--- config.mk ---
export PLATFORM = sky130hd
export DESIGN_NAME = fetch_stage
export DESIGN_NICKNAME = d
export VERILOG_FILES = /design/src/rtl/fetch_stage.sv
export SDC_FILE = /design/constraint.sdc
export NUM_CORES = 2
export LEC_CHECK = 0
export ABC_CLOCK_PERIOD_IN_PS = 7740
export BUFFER_PORTS_ARGS = -buffer_cell sky130_fd_sc_hd__buf_2
export CAP_MARGIN = 20
export CORE_UTILIZATION = 62
export CTS_BUF_LIST = sky130_fd_sc_hd__clkbuf_16
export DETAILED_ROUTE_END_ITERATION = 10
export PLACE_DENSITY = 0.81
export SYNTH_ARGS = -nofsm -noshare
export SYNTH_HDL_FRONTEND = slang
export SYNTH_SLANG_ARGS = --single-unit
--- constraint.sdc ---
create_clock -name i_clk -period 7.74 [get_ports i_clk]
set_clock_uncertainty 0.15 [all_clocks]
set_input_delay 0.387 -clock i_clk [delete_from_list [all_inputs] [get_ports i_clk]]
set_output_delay 0.387 -clock i_clk [all_outputs]
set_load 0.005 [all_outputs]
--- src/rtl/fetch_stage.sv ---
// -----------------------------------------------------------------------------
// fetch_stage
//   Instruction-fetch stage of the 5-stage RV32I pipeline. Holds the PC, reads
//   instruction memory combinationally and predicts the next PC with an agree
//   predictor: a direct-mapped BTB storing a per-branch bias bit, plus a PHT of
//   2-bit agree counters indexed by PC xor the global history register (GHR).
//   Drives the IF/ID pipeline register consumed by decode.
//
// Ports
//   i_clk, i_rst_n        clock (rising edge), synchronous active-low reset
//   i_stall_f             hold the PC
//   i_stall_d             hold the IF/ID register
//   i_flush_d             clear the IF/ID register (bubble)
//   i_redirect_e          execute detected a mispredict
//   i_redirect_pc_e       correct next PC
//   i_upd_vld_e           a branch/jump resolved in execute this cycle
//   i_upd_pc_e            PC of the resolved instruction
//   i_upd_target_e        resolved target
//   i_upd_taken_e         resolved direction
//   i_upd_is_jump_e       resolved instruction is JAL/JALR
//   i_imem_rdata          instruction at o_imem_addr (same cycle)
//   o_imem_addr           current PC
//   o_instr_d, o_pc_d, o_pc_four_d, o_predicted_pc_d, o_taken_d
//                         IF/ID register outputs
// -----------------------------------------------------------------------------
module fetch_stage #(
    parameter int unsigned BTB_ENTRIES = 16,
    parameter int unsigned PHT_ENTRIES = 16,
    parameter int unsigned GHR_BITS    = 4,
    parameter logic [31:0] RESET_PC    = 32'h0000_0000
) (
    input  logic        i_clk,
    input  logic        i_rst_n,
    input  logic        i_stall_f,
    input  logic        i_stall_d,
    input  logic        i_flush_d,
    input  logic        i_redirect_e,
    input  logic [31:0] i_redirect_pc_e,
    input  logic        i_upd_vld_e,
    input  logic [31:0] i_upd_pc_e,
    input  logic [31:0] i_upd_target_e,
    input  logic        i_upd_taken_e,
    input  logic        i_upd_is_jump_e,
    input  logic [31:0] i_imem_rdata,
    output logic [31:0] o_imem_addr,
    output logic [31:0] o_instr_d,
    output logic [31:0] o_pc_d,
    output logic [31:0] o_pc_four_d,
    output logic [31:0] o_predicted_pc_d,
    output logic        o_taken_d
);

    localparam int unsigned BI = $clog2(BTB_ENTRIES);
    localparam int unsigned PI = $clog2(PHT_ENTRIES);
    localparam int unsigned TW = 32 - BI - 2;

    // -------------------------------------------------------------------------
    // State
    // -------------------------------------------------------------------------
    logic [31:0]            r_pc;

    logic [BTB_ENTRIES-1:0] r_btb_valid;
    logic [BTB_ENTRIES-1:0] r_btb_bias;
    logic [BTB_ENTRIES-1:0] r_btb_jump;
    logic [TW-1:0]          r_btb_tag    [BTB_ENTRIES];
    logic [31:0]            r_btb_target [BTB_ENTRIES];

    logic [1:0]             r_pht [PHT_ENTRIES];
    logic [GHR_BITS-1:0]    r_ghr;

    logic [31:0]            r_instr_d;
    logic [31:0]            r_pc_d;
    logic [31:0]            r_pc_four_d;
    logic [31:0]            r_predicted_pc_d;
    logic                   r_taken_d;

    // -------------------------------------------------------------------------
    // Lookup path (combinational on the current PC)
    // -------------------------------------------------------------------------
    logic [BI-1:0] w_btb_idx;
    logic [TW-1:0] w_tag;
    logic          w_hit;
    logic [PI-1:0] w_ghr_ext;
    logic [PI-1:0] w_pht_idx;
    logic          w_agree;
    logic          w_taken_f;
    logic [31:0]   w_pc_four;
    logic [31:0]   w_pred_pc;

    // GHR is zero-extended to the PHT index width before hashing.
    assign w_ghr_ext = PI'(r_ghr);

    assign w_btb_idx = r_pc[BI+1:2];
    assign w_tag     = r_pc[31:BI+2];
    assign w_hit     = r_btb_valid[w_btb_idx] && (r_btb_tag[w_btb_idx] == w_tag);
    assign w_pht_idx = r_pc[PI+1:2] ^ w_ghr_ext;
    assign w_agree   = r_pht[w_pht_idx][1];

    // Jumps are always taken on a hit; conditional branches are taken when the
    // agree counter confirms the stored bias.
    assign w_taken_f = w_hit &
                       (r_btb_jump[w_btb_idx] | (r_btb_bias[w_btb_idx] == w_agree));
    assign w_pc_four = r_pc + 32'd4;
    assign w_pred_pc = w_taken_f ? r_btb_target[w_btb_idx] : w_pc_four;

    assign o_imem_addr = r_pc;

    // -------------------------------------------------------------------------
    // Update path (resolved branch/jump from execute)
    // -------------------------------------------------------------------------
    logic [BI-1:0] w_upd_btb_idx;
    logic [TW-1:0] w_upd_tag;
    logic          w_upd_hit;
    logic [PI-1:0] w_upd_pht_idx;
    logic          w_upd_is_branch;
    logic [1:0]    w_upd_cnt;
    logic [1:0]    w_upd_cnt_next;
    logic          w_unused_ok;

    // Low PC bits carry no index/tag information.
    assign w_unused_ok = &{1'b0, i_upd_pc_e[1:0]};

    assign w_upd_btb_idx   = i_upd_pc_e[BI+1:2];
    assign w_upd_tag       = i_upd_pc_e[31:BI+2];
    assign w_upd_hit       = r_btb_valid[w_upd_btb_idx] &&
                             (r_btb_tag[w_upd_btb_idx] == w_upd_tag);
    assign w_upd_pht_idx   = i_upd_pc_e[PI+1:2] ^ w_ghr_ext;
    assign w_upd_is_branch = ~i_upd_is_jump_e;
    assign w_upd_cnt       = r_pht[w_upd_pht_idx];

    // Counter trains toward "agree" when the outcome matches the stored bias,
    // saturating at both ends.
    always_comb begin
        w_upd_cnt_next = w_upd_cnt;
        if (i_upd_taken_e == r_btb_bias[w_upd_btb_idx]) begin
            if (w_upd_cnt != 2'd3) begin
                w_upd_cnt_next = w_upd_cnt + 2'd1;
            end
        end else begin
            if (w_upd_cnt != 2'd0) begin
                w_upd_cnt_next = w_upd_cnt - 2'd1;
            end
        end
    end

    // -------------------------------------------------------------------------
    // PC and IF/ID register
    // -------------------------------------------------------------------------
    always_ff @(posedge i_clk) begin
        if (!i_rst_n) begin
            r_pc             <= RESET_PC;
            r_instr_d        <= '0;
            r_pc_d           <= '0;
            r_pc_four_d      <= '0;
            r_predicted_pc_d <= '0;
            r_taken_d        <= 1'b0;
        end else begin
            // Redirect wins over a fetch stall.
            if (i_redirect_e) begin
                r_pc <= i_redirect_pc_e;
            end else if (!i_stall_f) begin
                r_pc <= w_pred_pc;
            end

            if (i_flush_d) begin
                r_instr_d        <= '0;
                r_pc_d           <= '0;
                r_pc_four_d      <= '0;
                r_predicted_pc_d <= '0;
                r_taken_d        <= 1'b0;
            end else if (!i_stall_d) begin
                r_instr_d        <= i_imem_rdata;
                r_pc_d           <= r_pc;
                r_pc_four_d      <= w_pc_four;
                r_predicted_pc_d <= w_pred_pc;
                r_taken_d        <= w_taken_f;
            end
        end
    end

    assign o_instr_d        = r_instr_d;
    assign o_pc_d           = r_pc_d;
    assign o_pc_four_d      = r_pc_four_d;
    assign o_predicted_pc_d = r_predicted_pc_d;
    assign o_taken_d        = r_taken_d;

    // -------------------------------------------------------------------------
    // Predictor tables. Lookup above reads pre-edge contents, so a same-cycle
    // update to the looked-up entry becomes visible only after this edge.
    // -------------------------------------------------------------------------
    always_ff @(posedge i_clk) begin
        if (!i_rst_n) begin
            r_btb_valid <= '0;
            r_btb_bias  <= '0;
            r_btb_jump  <= '0;
            for (int unsigned i = 0; i < BTB_ENTRIES; i++) begin
                r_btb_tag[i]    <= '0;
                r_btb_target[i] <= '0;
            end
            for (int unsigned i = 0; i < PHT_ENTRIES; i++) begin
                r_pht[i] <= 2'b10;
            end
            r_ghr <= '0;
        end else if (i_upd_vld_e) begin
            if (w_upd_hit) begin
                r_btb_target[w_upd_btb_idx] <= i_upd_target_e;
                if (w_upd_is_branch) begin
                    r_pht[w_upd_pht_idx] <= w_upd_cnt_next;
                end
            end else if (i_upd_taken_e) begin
                r_btb_valid[w_upd_btb_idx]  <= 1'b1;
                r_btb_tag[w_upd_btb_idx]    <= w_upd_tag;
                r_btb_target[w_upd_btb_idx] <= i_upd_target_e;
                r_btb_bias[w_upd_btb_idx]   <= i_upd_taken_e;
                r_btb_jump[w_upd_btb_idx]   <= i_upd_is_jump_e;
                // Jumps never touch the PHT, including on allocation.
                if (w_upd_is_branch) begin
                    r_pht[w_upd_pht_idx] <= 2'b10;
                end
            end

            if (w_upd_is_branch) begin
                r_ghr <= (r_ghr << 1) | GHR_BITS'(i_upd_taken_e);
            end
        end
    end

endmodule

# After elaboration in Yosys (flattened, before gate mapping)
# Memories as Yosys holds them, arrays and structs flattened. A register that Yosys moved wholly into a read port is not among the register bits.
# Index checks and enable logic that the tools add are counted.
[op_classes]
n_addsub = 3
magnitude_cmp = 3
eq_ne = 6
mux = 55
bitwise = 11
reduce_logical = 10
[ops]
columns = ["cell", "n"]
rows = [
  ["2-to-1 mux 32 bit", 5],
  ["equality test 26 bit", 2],
  ["adder 32 x 3 -> 32 bit, second input constant", 1],
  ["bitwise mux 16 bit", 2],
  ["OR reduction 32 bit", 1],
  ["2-to-1 mux 1 bit", 29],
  ["2-to-1 mux 4 bit", 7],
  ["2-to-1 mux 26 bit", 1],
  ["OR reduction 26 bit", 1],
  ["binary-select mux 1 bit (select 4 bit)", 5],
  ["bitwise OR 16 bit", 1],
  ["< comparator 4 x 5 -> 1 bit, second input constant", 2],
  ["2-to-1 mux 2 bit", 5],
  ["XOR 4 bit", 2],
  ["demux 1 bit (select 4 bit)", 1],
  ["greater-or-equal comparator 4 x 1 -> 1 bit, second input constant", 1],
  ["bitwise OR 4 x 1 -> 4 bit", 1],
  ["OR reduction 2 bit", 2],
  ["logical AND 1 bit", 3],
  ["NOT 1 bit", 3],
  ["bitwise OR 1 bit", 3],
  ["AND reduction 3 bit", 1],
  ["adder 2 x 1 -> 2 bit, second input constant", 1],
  ["equality test 1 bit", 2],
  ["other kinds (6)", 6],
]
[word_totals]
reg_bits = 213
ramBits = 960
input_bits = 137
elab_cells = 101
mem_count = 3
[memory_table]
columns = ["memory", "depth", "word_bits", "rd", "rd_clocked_by_memory_dff", "write_ports", "line", "source"]
rows = [
  ["r_btb_target", 16, 32, 1, 1, 16, "66", "logic [31:0] r_btb_target [BTB_ENTRIES];"],
  ["r_btb_tag", 16, 26, 2, 1, 16, "65", "logic [TW-1:0] r_btb_tag [BTB_ENTRIES];"],
  ["r_pht", 16, 2, 2, 0, 16, "68", "logic [1:0] r_pht [PHT_ENTRIES];"],
]

# Logic depth before layout (Yosys ltp)
[logic_depth]
ltp_word = 10
mapped_depth = 15
depth_no_buf = 10

# Least setup slack after synthesis
# No wires, ideal clock.
[synth_timing]
path_kind = "input to register"
from = "input i_upd_pc_e[2]"
to = "memory r_btb_target[15][0] (enable)"
setup_time_ps = 466
arrival_ps = 5195
required_time_ps = 7124
path_slack_ps = 1930
cell_stages = 11
cell_sequence = "buf_2 > buf_6 > buf_2 > mux4_2 > mux4_2 > xnor2_1 > nand4_1 > nor4_2 > a2bb2oi_2 > buf_2 > o21ai_0"
[synth_rtl]
columns = ["item", "line", "source"]
rows = [
  ["from (decl)", "40", "input logic [31:0] i_upd_pc_e,"],
  ["to (decl)", "66", ""],
]

==> reports/metrics.cfg <==
[sta]
rsz0062_at_grt = false
hold_viol = 0
worst_pin_slew_ns = 1.16
period_share_pct = 72.1
max_slew_margin_pct = 22.2
fmax_mhz = 179
setup-tns-final_ns = 0
setup_viol = 0
min_period_ns = 5.58
finalMaxSlewViolations = 0

[floorplanning]
rows = 110
dieHeight_um = 304
die_w_um = 304
die_area_sq_um = 92500
initial_core_util_pct = 62.7
ios = 298
core_area_sq_um = 90300

[clocking]
clkSinkCount = 1175
clk_pin_slew_worst_paths_ns = 0.06
clock-root-buffer = clkbuf_16
cts_tree = done
clk_latency_ns = 0.70
ctsResizeCount = 0
cts_buffers = 112
ctsHtreeMaxLevel = 3
clock_path_buffers = 3

[synth]
synth_top_cell_area_share_pct = 50.9
syn_nets = 4048
ys.flop_type = edfxtp_1
ys_ff_latch = 1175
syn-instance-count = 3910
yosysTopAreaCell = edfxtp_1
synth_seq_area_share_pct = 58.5
synthTopCellsByCount = edfxtp_1 (960), and2_1 (929), mux4_2 (411), clkbuf_1 (245), dfxtp_1 (215)
syn_avg_cell_area_sq_um = 14.5
synth_area_leaders = edfxtp_1 (51%), mux4_2 (16%), and2_1 (10%)
syn-cell-area_sq_um = 56600
synth_edf_count = 960
synth_cell_types = 64
synth_warnings = 0
async_flop_share_pct = 0
synth.most_common_cell = edfxtp_1

[drt]
drt-initial-drc-count = 5894
wire_per_inst_um = 31.2
ant_nets = 0
num_vias = 37100
drc_errors = 0
routed_wl_um = 170000
vias_per_cell = 6.83
firstDrtPassIters = 8

[placement]
io_buffers = 295
place_hpwl_um = 99000
place_area_sq_um = 59100
dpl.cell_count = 5116
gp_congestion = 0.894

[critical_path]
crit_arrival_ns = 5.75
start_kind = input port
crit_path_cell_trace = clkbuf_8 > mux4_2 > mux4_2 > xnor2_1 > nand4_1 > nor4_2 > a2bb2oi_4 > buf_4 > nor3_4 > buf_4 > nand2b_2 > buf_4
required_ns = 7.91
cp_max_fo = 66
crit_top_cell = buf_4
critical_path_class = in -> reg
slowest_delay_ns = 0.71
worst_path_max_delay_cell = xnor2_1
crit_path_end_kind = flop

[flow_run]
cap_viol_max_count = 0

[cells_and_area]
area_growth_pct = 12.4
fin_area_sq_um = 63700
layoutNonFillerInstCount = 5435
drive_gt1_share_pct = 24.9
final_net_count = 4290

[grt]
antenna_found_initial = 25
grt_overflow_total = 0
grt_max_degree = 120
track_usage_pct = 36.6
grt_pass1_vias = 37100
grt_pass1_wl_um = 245000

[power]
peakVddDrop_v = 0.000191
power.density_nw_per_um2 = 224
leakagePower_nw = 22.9

[run_status]
status = finished, final reports clean

[worst_hold_path]
hold_path_class = in -> reg

-- per-stage QoR --
step	utilization (%)	hold WS [ns]	total power [mW]	setup WS [ns]
after floorplan	-	0.283	8.39	1.93
after global placement	65.5	0.294	8.96	1.52
after detailed placement	65.5	0.296	9.01	1.50
after CTS	70.4	0.000137	14.2	2.22
after global routing	70.5	0.0253	14.6	1.92
final	70.5	0.0203	14.3	2.16
-- path summary, 6_finish.rpt --
path / from / to / slack (ns) / cells after the start
setup / recovery: i_upd_pc_e[2] / r_btb_target[11][13] / 2.16 / 12
hold / removal: i_upd_target_e[8] / r_btb_target[5][8] / 0.02 / 2
setup reg to reg: flop / o_imem_addr[1] / 2.22 / 11
hold reg to reg: o_taken_d / o_taken_d / 0.30 / 2
-- routing by layer --
metal	wire length [um]	global-route usage, %	vias up	part of all wire (%)
met5	117	0	-	0.069
met4	10700	22.1	20	6.3
met3	21100	8.90	627	12
met2	80000	57.5	2976	47
met1	57800	46.5	18400	34
li1	-	-	15000	-
-- final cells by class --
cell class / instances / area (sq um)
Sequential cell: 1175 / 33100
Fill cell: 5633 / 26600
Multi-Input combinational cell: 2367 / 22300
Timing Repair Buffer: 480 / 3210
Clock buffer: 114 / 2850
Tap cell: 1176 / 1470
Clock inverter: 96 / 639
Inverter: 16 / 62.6
Antenna cell: 11 / 27.5
-- state kept, by name, summed over array words and instances (netlist names), 4 cells and up, named ones only --
signal and flops:
r_btb_target 512, r_btb_tag 416, o_imem_addr 32, o_instr_d 32, o_pc_d 32, o_predicted_pc_d 32
r_pht 32, o_pc_four_d 30, r_btb_bias 16, r_btb_jump 16, r_btb_valid 16, r_ghr 4
-- repair_timing --
| action | in CTS | in global routing |
|---|---|---|
| setup buffers | 0 | 0 |
| endpoints found under the hold margin | 302 | 0 |
| hold buffers | 95 | 0 |
| setup endpoints to repair | 0 | 0 |
-- placed cells by master, fill, tap and decap left out, drive strengths merged, types with 24 or more instances in the layout --
cell,netlist,final
dfxtp,215,215
inv,14,48
clkinv,2,53
dlygate4sd3,0,95
nand4,24,24
nor2,177,177
mux4,411,411
buf,85,384
and2,929,929
xnor2,76,76
nand3,65,65
a21o,30,30
edfxtp,960,960
nand2,125,125
o21ai,64,64
a31oi,29,29
clkbuf,267,115
xor2,25,25
nor3b,28,28
mux2i,188,188
-- worst max-delay path, delay by kind of cell --
kind / cells / cell delay, ns
and+or+nand+nor: 4 / 1.15
AOI/OAI and AO/OA: 1 / 0.22
muxes: 2 / 1.12
xor gates and xnor gates: 1 / 0.71
buffers and inverters: 4 / 1.96
-- kinds of logic after synthesis --
family / after synthesis / synth area share, %
compound gates: 234 / 2.72
xor+xnor: 101 / 1.56
fa+ha+maj: 1 / 0.0221
buf+inv: 368 / 2.75
flops: 1175 / 58.5
mux: 622 / 20.1
simple gates: 1409 / 14.3
-- report_power, final --
group,internal (mW),switching [mW]
combinational,0.697,0.961
sequential,7.14,0.186
clock,2.93,2.37
No activity file was read; power rests on OpenSTA's default activity.
